--- config.mk ---
export PLATFORM = sky130hd
export DESIGN_NAME = pulse_gen
export DESIGN_NICKNAME = d
export VERILOG_FILES = /design/src/rtl/pulse_gen.sv
export SDC_FILE = /design/constraint.sdc
export NUM_CORES = 1
export LEC_CHECK = 0
export CORE_MARGIN = 4
export CORE_UTILIZATION = 58
export CTS_CLUSTER_DIAMETER = 60
export DETAILED_ROUTE_END_ITERATION = 8
export PLACE_DENSITY = 0.83
export SLEW_MARGIN = 40
export SYNTH_ARGS = -nofsm -noshare
export SYNTH_HDL_FRONTEND = slang
export SYNTH_SLANG_ARGS = --single-unit
--- constraint.sdc ---
create_clock -name clk -period 3.6 [get_ports clk]
set_input_delay 0.36 -clock clk [delete_from_list [all_inputs] [get_ports clk]]
set_output_delay 0.36 -clock clk [all_outputs]
set_load 0.05 [all_outputs]
--- src/rtl/pulse_gen.sv ---
// Programmable pulse source: after an accepted start it emits single-cycle pulses
// every PERIOD clocks, either a fixed count or continuously, with pause/abort control.
module pulse_gen #(
  parameter int PW = 8,
  parameter int CW = 8
) (
  input  logic          clk,
  input  logic          rst,
  input  logic          start,
  input  logic          pause,
  input  logic          abort,
  input  logic [PW-1:0] period,
  input  logic [CW-1:0] num_pulses,
  output logic          pulse,
  output logic          busy,
  output logic          done,
  output logic [CW-1:0] sent
);

  typedef enum logic [1:0] {IDLE, RUN, HOLD, DONE} state_t;

  state_t        state;
  logic [PW-1:0] timer;
  logic [PW-1:0] p_lat;
  logic [CW-1:0] n_lat;

  logic [PW-1:0] p_eff;
  logic [CW-1:0] sent_nxt;

  // A zero period would never let the timer expire, so it behaves as 1.
  assign p_eff    = (period == '0) ? PW'(1) : period;
  assign sent_nxt = sent + CW'(1);
  assign busy     = (state == RUN) || (state == HOLD);

  always_ff @(posedge clk or negedge rst) begin
    if (!rst) begin
      state <= IDLE;
      timer <= '0;
      p_lat <= '0;
      n_lat <= '0;
      sent  <= '0;
      pulse <= 1'b0;
      done  <= 1'b0;
    end else begin
      // NOTE: pulse and done default low every edge and are raised only where
      // needed; non-blocking assignments let later branches override the default.
      pulse <= 1'b0;
      done  <= 1'b0;
      if (abort) begin
        state <= IDLE;
      end else begin
        case (state)
          IDLE, DONE: begin
            done <= (state == DONE);
            if (start && !pause) begin
              state <= RUN;
              p_lat <= p_eff;
              n_lat <= num_pulses;
              timer <= p_eff - PW'(1);
              sent  <= '0;
            end else begin
              state <= IDLE;
            end
          end
          RUN: begin
            if (pause) begin
              state <= HOLD;
            end else if (timer == '0) begin
              pulse <= 1'b1;
              sent  <= sent_nxt;
              timer <= p_lat - PW'(1);
              if (n_lat != '0 && sent_nxt == n_lat) state <= DONE;
            end else begin
              timer <= timer - PW'(1);
            end
          end
          HOLD: begin
            // Timer stays frozen, so the remaining interval survives the pause.
            if (!pause) state <= RUN;
          end
          default: state <= IDLE;
        endcase
      end
    end
  end

endmodule

==> impl_results.md <==
- Ports: 32
- Pwr Density: 505 mW/mm²
- Final-report max-slew violation count: 0
- Setup TNS: 0 ps
- CTS H-tree lvls: 2
- Static leakage: 0.00111 µW
- CTS resizes: 0
- Wirelength per Cell: 15.8 µm
- Slew margin rel.: 54.3%
- Number of flops mapped to enable cells by yosys: 0
- CP Capture Type: flip-flop
- Core area: 0.00366 mm²
- Antenna fix cells: 0
- Fmax: 337 MHz
- Fin. Hold Viols: 0
- Gate Count Post-Synth: 232
- Worst-Margin Slew: 686 ps
- Final Hold Slack: 478 ps
- Die Width: 69.4 µm
- Main synth FF type: dfrtp_1
- Drt drc: 0
- Die Span Y: 69.4 µm
- Grt ovf: 0
- Worst-Skew Late Latency: 300 ps
- First-pass GRT wire length: 8.22 mm
- Synthesized-area fraction occupied by and/or/nand/nor cells: 18.3%
- Syn_area_per_cell: 9.44 µm²
- Layout Skew: 6.73 ps
- CP max stage cell: ha_1
- Status: finished clean
- GRT Total Usage: 21.0%
- Post-route cell area: 0.00263 mm²
- Pre-CTS WS: 610 ps
- Antenna Nets Post-Route: 0
- Filler cells: 293
- Flop-to-flop setup slack: 630 ps
- Total Routed Length: 4.89 mm
- Compound-gate portion of the synthesized area: 14.9%
- Final setup viols: 0
- Worst vdd ir: 0.000339 V
- Clock Sinks: 36
- Most frequent cells in the layout: 36 x dfrtp_1, 31 x clkdlybuf4s50_1, 28 x nand2_1
- Cell Area, Synth: 0.00219 mm²
- Via density: 5.96
- Largest fanout on the critical path: 18
- Cell accounting for the most synthesized area: dfrtp_1
- Xor-xnor portion of the synthesized cell area: 5.60%
- RSZ-0062 raised after global routing: false
- CP Data Required Time: 3780 ps
- Fin crit period: 2970 ps
- Initial antenna violation count: 0
- Async S/R FF share, synth: 100%
- Dpl hpwl: 3.54 mm
- Vias in the first global route: 1796
- Slowest cell delay on critical path: 600 ps
- Routed via count: 1847
- Largest net degree at the start of global routing: 37
- Crit path kind: flip-flop to flip-flop
- Nets: 288
- Min-delay worst type: input port to asynchronous set/reset pin
- GPL Wtd Cong: 0.927
- Commonest non-fill, non-tap cell in the layout: dfrtp_1
- DP Area: 0.00254 mm²
- Area delta synth->final: 20.0%
- Clock Tree Root: clkbuf_8
- Clock-pin slew on the worst setup and hold paths: 70 ps
- Arr. time, crit path: 3140 ps
- Layout cells sized above 1: 11.8%
- MaxCap Viol Count: 0
- Syn nets: 259
- Setup ws final: 634 ps
- CTS tree: built
- Pre-Repair DR Iteration Count: 5
- Post-CTS Hold Buffers: 0
- Ys Warns: 0
- Mux cell area share after synthesis: 12.8%
- Register area share after synthesis: 41.1%
- DRT iter0 DRCs: 190
- Share of the synthesized area in the top cell type: 41.1%
- Row count: 22
- Clock Path Buffers: 2
- IO Port Bufs: 31
- Post-CTS setup buffers: 0
- Full die area: 0.00482 mm²
- CTS buffer count: 5
- Distinct cells, synth: 43
- Worst setup SP type: flip-flop
- Final period utilization: 82.4%
- Initial core utilization: 59.8%
- Top cells by area, synth: dfrtp_1 41%, mux2_2 8.2%, nand2_1 4.8%
- Main combinational cell family by area after synthesis: simple AND/OR/NAND/NOR gates
- Seq cells post-synth: 36
- CP Cell Sequence: inv_1 > ha_1 > buf_4 > nand2_1 > o21ai_0 > inv_1 > ha_1 > o211ai_1 > a21oi_1 > xnor2_1 > o311ai_0
- Synthesized-area fraction occupied by adder cells: 3.43%
==> worst max-delay path, delay by kind of cell (launching register included) <==
kind | cells | cell delay (ps)
AO/OA/AOI/OAI | 4 | 860
adder cells (fa/ha/maj) | 2 | 850
buffers and inverters | 3 | 490
flip-flops | 1 | 420
XOR/XNOR | 1 | 160
AND/OR/NAND/NOR | 1 | 60
==> report_power, final <==
part / internal (µW) / leakage [µW] / switching [µW]
registers: 496 / 0.000454 / 122
clock network: 156 / 0.0000455 / 148
logic: 190 / 0.000606 / 216
total: 842 / 0.00111 / 485
==> state kept, by name, summed over array words and instances, names as in the netlist <==
signal,flops
done,1
n_lat,8
p_lat,8
pulse,1
sent,8
state,2
timer,8
==> routing by layer <==
layer  share of wire (%)  GRT usage [%]  vias to the layer above
met1                  43           26.1                      891
met2                  50           35.4                       60
met3                 5.6           3.77                       12
li1                    -              -                      884
met5                   0              0                        -
met4                 2.1           9.76                        0
==> Yosys cell counts, types with 3 or more instances <==
| cell | count |
|---|---|
| and3_1 | 3 |
| mux2_2 | 16 |
| a21o_1 | 5 |
| clkbuf_1 | 9 |
| nand2_1 | 28 |
| nor4_1 | 3 |
| dfrtp_1 | 36 |
| ha_1 | 6 |
| or3_1 | 5 |
| mux2i_1 | 10 |
| nand3_1 | 9 |
| o21ai_0 | 17 |
| xnor2_1 | 10 |
| inv_1 | 6 |
| nor2_1 | 9 |
| a22o_1 | 3 |
| nor3_1 | 9 |
| nand2b_1 | 3 |
| a21oi_1 | 13 |
| xor2_1 | 4 |
==> stage by stage <==
| stage | utilization [%] | total power [µW] | std cells |
|---|---|---|---|
| 2_1_floorplan | - | 891 | 232 |
| 3_3_place_gp | 69.3 | 1010 | 302 |
| 3_5_place_dp | 69.3 | 1030 | 302 |
| 4_1_cts | 71.8 | 1330 | 310 |
| 5_1_grt | 71.8 | 1400 | 310 |
| 6_report | 71.8 | 1330 | 310 |
==> final timing paths <==
check / from / endpoint / cells past startpoint
worst min-delay path: rst / n_lat[3] / 2
worst max-delay path: state[1] / timer[4] / 11
worst min register to register: p_lat[1] / p_lat[1] / 1
max in group asynchronous: rst / sent[5] / 2
worst max register to register: state[1] / timer[4] / 11
min in group clk: p_lat[1] / p_lat[1] / 1
==> cell type report <==
class,instances,area (µm²),share of cell area [%]
clock buffer,8,90.1,3.43
timing repair buffer,35,340,13.0
sequential,36,901,34.3
multi-input combinational,176,1210,46.0
tap,48,60.1,2.29
inverter,7,26.3,1.00
==> kinds of logic after synthesis <==
logic type / count (synthesis)
compound gates: 52
xor+xnor: 14
flops: 36
fa+ha+maj: 6
mux: 26
simple gates: 78
buf+inv: 20
Note: power is estimated with default switching activity, not from simulation.
